`src/rtl/sn74_modcnt.sv`:
```
`default_nettype none
// +--------------------------------------------------------------------------+
// | Module      : sn74_modcnt                                                |
// | Description : Synchronous modulo-N counter with 161/163-style load,      |
// |               P/T enables and ripple-carry cascade, 93-style R0/R1       |
// |               gated clear, registered wrap pulse. Async active-low       |
// |               clear on clr_n.                                            |
// |               Optional up/down counting when SN_CNT_UPDOWN_EN is         |
// |               defined (adds the dn input).                               |
// | Revision    : 1.0 - initial release                                      |
// +--------------------------------------------------------------------------+
module sn74_modcnt #(
  parameter int     WIDTH   = 4,
  parameter longint MODULUS = 16
) (
  input  logic             clk,
  input  logic             clr_n,
  input  logic             r0,
  input  logic             r1,
  input  logic             load_n,
  input  logic [WIDTH-1:0] d,
  input  logic             enp,
  input  logic             ent,
`ifdef SN_CNT_UPDOWN_EN
  input  logic             dn,
`endif
  output logic [WIDTH-1:0] q,
  output logic             rco,
  output logic             wrap
);

  // Highest legal count value; also the wrap target when counting down.
  localparam logic [WIDTH-1:0] c_MAX = WIDTH'(MODULUS - 64'sd1);
  localparam logic [63:0]      c_MOD = 64'(MODULUS);

  // Reject impossible configurations at elaboration.
  generate
    if (WIDTH < 1 || WIDTH > 32) begin : g_bad_width
      $error("sn74_modcnt: WIDTH must be in 1..32");
    end
    if (MODULUS < 2 || MODULUS > (64'sd1 <<< WIDTH)) begin : g_bad_modulus
      $error("sn74_modcnt: MODULUS must be in 2..2**WIDTH");
    end
  endgenerate

  logic             w_dn;
  logic [WIDTH-1:0] w_term;
  logic [WIDTH-1:0] w_wrap_to;
  logic             w_at_term;
  logic             w_d_ok;
  logic [63:0]      w_d_ext;

  logic [WIDTH-1:0] cnt_q;
  logic [WIDTH-1:0] cnt_d;
  logic             wrap_q;
  logic             wrap_d;

`ifdef SN_CNT_UPDOWN_EN
  assign w_dn = dn;
`else
  assign w_dn = 1'b0;
`endif

  // Terminal count and wrap destination follow the current direction.
  assign w_term    = w_dn ? '0    : c_MAX;
  assign w_wrap_to = w_dn ? c_MAX : '0;
  assign w_at_term = (cnt_q == w_term);

  // Out-of-range load data is replaced by 0 so q never leaves 0..MODULUS-1.
  assign w_d_ext = 64'(d);
  assign w_d_ok  = (w_d_ext < c_MOD);

  // Next-state: gated clear > load > count > hold.
  always_comb begin
    cnt_d  = cnt_q;
    wrap_d = 1'b0;
    if (r0 && r1) begin
      cnt_d = '0;
    end else if (!load_n) begin
      cnt_d = w_d_ok ? d : '0;
    end else if (enp && ent) begin
      if (w_at_term) begin
        cnt_d  = w_wrap_to;
        wrap_d = 1'b1;
      end else if (w_dn) begin
        cnt_d = cnt_q - 1'b1;
      end else begin
        cnt_d = cnt_q + 1'b1;
      end
    end
  end

  // Count and wrap registers; clr_n clears them without waiting for clk.
  always_ff @(posedge clk or negedge clr_n) begin
    if (!clr_n) begin
      cnt_q  <= '0;
      wrap_q <= 1'b0;
    end else begin
      cnt_q  <= cnt_d;
      wrap_q <= wrap_d;
    end
  end

  assign q    = cnt_q;
  assign wrap = wrap_q;
  assign rco  = ent & w_at_term;

endmodule
`default_nettype wire

```
`config.mk`:
```
export PLATFORM = sky130hd
export DESIGN_NAME = sn74_modcnt
export DESIGN_NICKNAME = d
export VERILOG_FILES = /design/src/rtl/sn74_modcnt.sv
export SDC_FILE = /design/constraint.sdc
export NUM_CORES = 1
export LEC_CHECK = 0
export BUFFER_PORTS_ARGS = -buffer_cell sky130_fd_sc_hd__buf_2
export CAP_MARGIN = 20
export CORE_AREA = 2 2 39 41
export DETAILED_ROUTE_END_ITERATION = 7
export DIE_AREA = 0 0 41 43
export PLACE_DENSITY = 0.51
export SYNTH_ARGS = -nofsm -noshare
export SYNTH_HDL_FRONTEND = slang
export SYNTH_SLANG_ARGS = --single-unit
```
`constraint.sdc`:
```
create_clock -name clk -period 1.4 [get_ports clk]
set_input_delay 0.14 -clock clk [delete_from_list [all_inputs] [get_ports clk]]
set_output_delay 0.14 -clock clk [all_outputs]
set_load 0.01 [all_outputs]
```
======== Word level (Yosys, flattened, before mapping) ========
Index checks and enable logic that the tools add are counted.
storage, ports and cells
  bits in registers ....................... 5
  input port bits ......................... 11
  word-level logic and storage cells ...... 18
operators by class
  add/sub/neg operators ................... 1
  magnitude comparators ................... 1
  eq/ne operators ......................... 2
  muxes and demuxes ....................... 9
  bitwise operators ....................... 1
  reduce and logical (&&, ||, !) cells .... 2
operators with widths
  kind                                                                           number
  4-bit 2-to-1 mux                                                               5
  4-bit by 5-bit less-than comparator with 1-bit output (second input constant)  1
  4-bit by 1-bit adder with 4-bit output (second input constant)                 1
  4-bit equality test (second input constant)                                    1
  1-bit 2-to-1 mux                                                               4
  3-bit by 1-bit inequality test with 1-bit output (second input constant)       1
  1-bit logical AND                                                              2
  1-bit AND                                                                      1

======== Depth between registers and ports, before layout ========
  word-level depth ........................ 5
  depth in mapped cells ................... 4
  mapped depth without buffers ............ 4

======== Worst setup path after synthesis ========
No wires, ideal clock.
  kind .................................... reg-to-reg
  start ................................... register cnt_q[0], in the netlist q[0]
  end ..................................... register wrap_q, in the netlist wrap
  setup time .............................. 0.121 ns
  arrival ................................. 1.074 ns
  required time ........................... 1.279 ns
  path slack .............................. 0.204 ns
  cell stages (with the launch flop) ...... 4
  path buffers ............................ 0
  clock period less this slack ............ 1.196 ns
  path through ............................ dfrtp_1 -> ha_1 -> and4_1 -> and4_2
on the way
  word-level cells in the longest chain between the ends .. 5
ends and longest elaborated chain
  element                 RTL line  RTL
  start, declared         53        logic [WIDTH-1:0] cnt_q;
  start signal, assigned  99        cnt_q <= cnt_d;
  4-bit equality test     67        assign w_at_term = (cnt_q == w_term);
  1-bit 2-to-1 mux        82        if (w_at_term) begin
  1-bit 2-to-1 mux        81        end else if (enp && ent) begin
  1-bit 2-to-1 mux        79        end else if (!load_n) begin
  1-bit 2-to-1 mux        77        if (r0 && r1) begin
  named net wrap_d        56        logic wrap_d;
  end signal, assigned    100       wrap_q <= wrap_d;
  end, declared           55        logic wrap_q;
The timed path passes the listed nets, and every way through them passes these cells.
A chain may end at the register's enable or synchronous reset.

======== Worst setup path after layout ========
  start ................................... register cnt_q[0], in the netlist q[0]
  end ..................................... output rco
on the way
  word-level cells in the longest chain between the ends .. 2
ends and longest elaborated chain
  element              RTL line  RTL
  4-bit equality test  67
  1-bit AND            106       assign rco = ent & w_at_term;
  end, declared        28        output logic rco,
Every way passes these cells.

==> impl_metrics.json <==
{
  "r2r_start": "q[0]",
  "io_pins": 17,
  "postRouteAntennaNets": 0,
  "critical-path-top-delay-family": "flip-flops",
  "cts_resized": 0,
  "drive_gt1_share_pct": 44.0,
  "synth_xor_area_share_pct": 6.42,
  "fmax_ghz": 0.748,
  "synth_mux_area_share_pct": 3.67,
  "cp.depth": 3,
  "totalWireLength_um": 679,
  "reg2reg_depth": 3,
  "setup_tns_ps": 0,
  "wl_per_cell_um": 10.3,
  "grt_max_degree": 10,
  "dp_slack_ps": 266,
  "synth_top_family_by_area": "simple AND/OR/NAND/NOR gates",
  "syn_inst": 28,
  "max_stage_delay_ps": 420,
  "p_leak_nw": 0.212,
  "numClockSinks": 5,
  "period_share_pct": 95.5,
  "cp.required_ps": 1260,
  "switchingPower_w": 0.000120,
  "setup.worst_path.start": "q[0]",
  "clkLatencyLatePin_ps": 240,
  "cts.htree.levels": 1,
  "clk_pin_slew_ps": 40,
  "die_h_um": 43,
  "rows": 14,
  "combPwrFrac_pct": 21.5,
  "dieArea_mm2": 0.00176,
  "drv_slew": 0,
  "finalSetupViolations": 0,
  "grt_pass1_vias": 237,
  "critPathLaunchType": "register",
  "syn-mean-instance-area_um2": 9.74,
  "drt_first_iter_violations": 4,
  "hold_path.class": "in -> reg",
  "synth_compound_area_share_pct": 17.9,
  "gr-total-overflow": 0,
  "critPathBufInv": 1,
  "synthAdderAreaFrac_pct": 4.59,
  "viasPerCell": 4.50,
  "fp.dieW_um": 41,
  "fin_skew_ps": 1.68,
  "max_slew_margin_pct": 83.9,
  "arrival_ps": 1200,
  "worstPathMaxFanout": 5,
  "track_usage_pct": 9.17,
  "crit_chain": "ha_1, and4_1, buf_2",
  "worst_pin_slew_ps": 241,
  "grt_pass1_wl_mm": 1.00,
  "worstSetupEndpointType": "output pin",
  "core_mm2": 0.00138,
  "ys_ff_latch": 5,
  "initial_core_util_pct": 19.7,
  "power_density_mw_per_mm2": 1040,
  "min_from": "r1",
  "cts_buffer_depth": 2,
  "insertedDiodeCount": 0,
  "setup_slack_ps": 63.4,
  "maxCapViolCount": 0,
  "cts_tree": "built",
  "antenna_found_initial": 0,
  "nets": 63,
  "cts_buffers": 3,
  "synth_cell_types": 15,
  "drcViolationCount": 0,
  "rsz0062_at_grt": "false",
  "hold_viol_final": 0,
  "synth_simple_gate_area_share_pct": 19.7,
  "clockPowerShare_pct": 38.5,
  "p_int_w": 0.000315,
  "firstDrtPassIters": 3,
  "final_cell_mix": "buf_2, dfrtp_1, nand2_1, o21ai_0, clkbuf_4",
  "irDropWorstVdd_mv": 0.346,
  "ys_seq_area_share_pct": 45.9,
  "fin_crit_ps": 1340,
  "swShare_pct": 27.6,
  "status": "finished, final reports clean",
  "syn_area_um2": 273,
  "synth_fp_nets": 40,
  "io_buffers": 16,
  "crit_type": "reg -> out",
  "vias": 297,
  "hold_depth": 2,
  "gp_routability_congestion": 0.677,
  "syn_to_final_growth_pct": 53.7,
  "p_seq_share_pct": 40.0,
  "final_common_cell": "buf_2",
  "power_w": 0.000435,
  "cp_slowest_cell": "dfrtp_1",
  "cts_root_buf": "clkbuf_4",
  "yosys_warnings": 0
}
[logic make-up (layout without fill, tap and decap cells)]
| family | after synthesis | count (layout) |
|---|---|---|
| multiplexers | 1 | 1 |
| AND/OR/NAND/NOR | 10 | 10 |
| buffers and inverters | 1 | 23 |
| XOR/XNOR | 2 | 2 |
| flip-flops | 5 | 5 |
| AO/OA/AOI/OAI | 8 | 8 |
| adder cells (fa/ha/maj) | 1 | 1 |
[worst register-to-register path, cell delays in order, from the launching register on]
cell and delay (ps):
dfrtp_1 420, ha_1 240, and4_1 160, and4_2 210
[final cells by class]
class | count | area, um^2
fillers | 157 | 965
repair buffers | 19 | 105
multi-input cells | 22 | 143
flip-flops and latches | 5 | 125
well taps | 16 | 20.0
clock buffers | 4 | 26.3
[synth_stat cells]
library cell  n  area, um^2
a21oi_1       2        10.0
a221oi_1      2        17.5
a31oi_1       1        6.26
and4_1        1        8.76
and4_2        1        10.0
clkbuf_2      1        5.00
dfrtp_1       5         125
ha_1          1        12.5
mux2i_1       1        10.0
nand2_1       3        11.3
nand3_1       2        10.0
nor2_1        2        7.51
o21ai_0       3        15.0
or3_1         1        6.26
xor2_1        2        17.5
[power groups by stage]
stage	Sequential (W)	Clock, W	Combinational (W)
after floorplan	0.000180	0	0.0000367
after global placement	0.000175	0	0.0000828
after detailed placement	0.000176	0	0.0000835
after CTS	0.000174	0.000174	0.0000859
after global routing	0.000176	0.000185	0.000105
final	0.000174	0.000168	0.0000936
[routing by layer]
layer / global-route usage [%] / routed length (um) / vias up
li1: - / - / 151
met1: 10.7 / 260 / 129
met2: 11.3 / 335 / 14
met3: 6.81 / 74 / 3
met4: 6.00 / 8 / 0
met5: 0 / 0 / -
[flip-flops by register name (all words and copies together) (netlist names)]
name  flops
q         4
wrap      1
[final timing paths]
kind / endpoint / slack (ps)
max in group asynchronous: wrap / 1030
max: rco / 60
max reg2reg: wrap / 260
min in group asynchronous: q[0] / 240
min reg2reg: q[3] / 620
min: q[0] / 110
[timing repair]
item / in CTS / in global routing
buffers inserted: 0 / 2
hold buffers: 1 / 0
endpoints found under the hold margin: 5 / 0
endpoints found under the setup margin: 0 / 1
[per-stage QoR]
step                      hold slack [ps]  cell area, um^2  cells  utilization (%)
after CTS                             101              404     64             29.2
after global placement              -34.3              368     59             26.6
after global routing                  109              419     66             30.3
after detailed placement            -34.6              368     59             26.6
after floorplan                      -156              273     28                -
final                                 108              419     66             30.3
No activity file was read; power rests on OpenSTA's default activity.
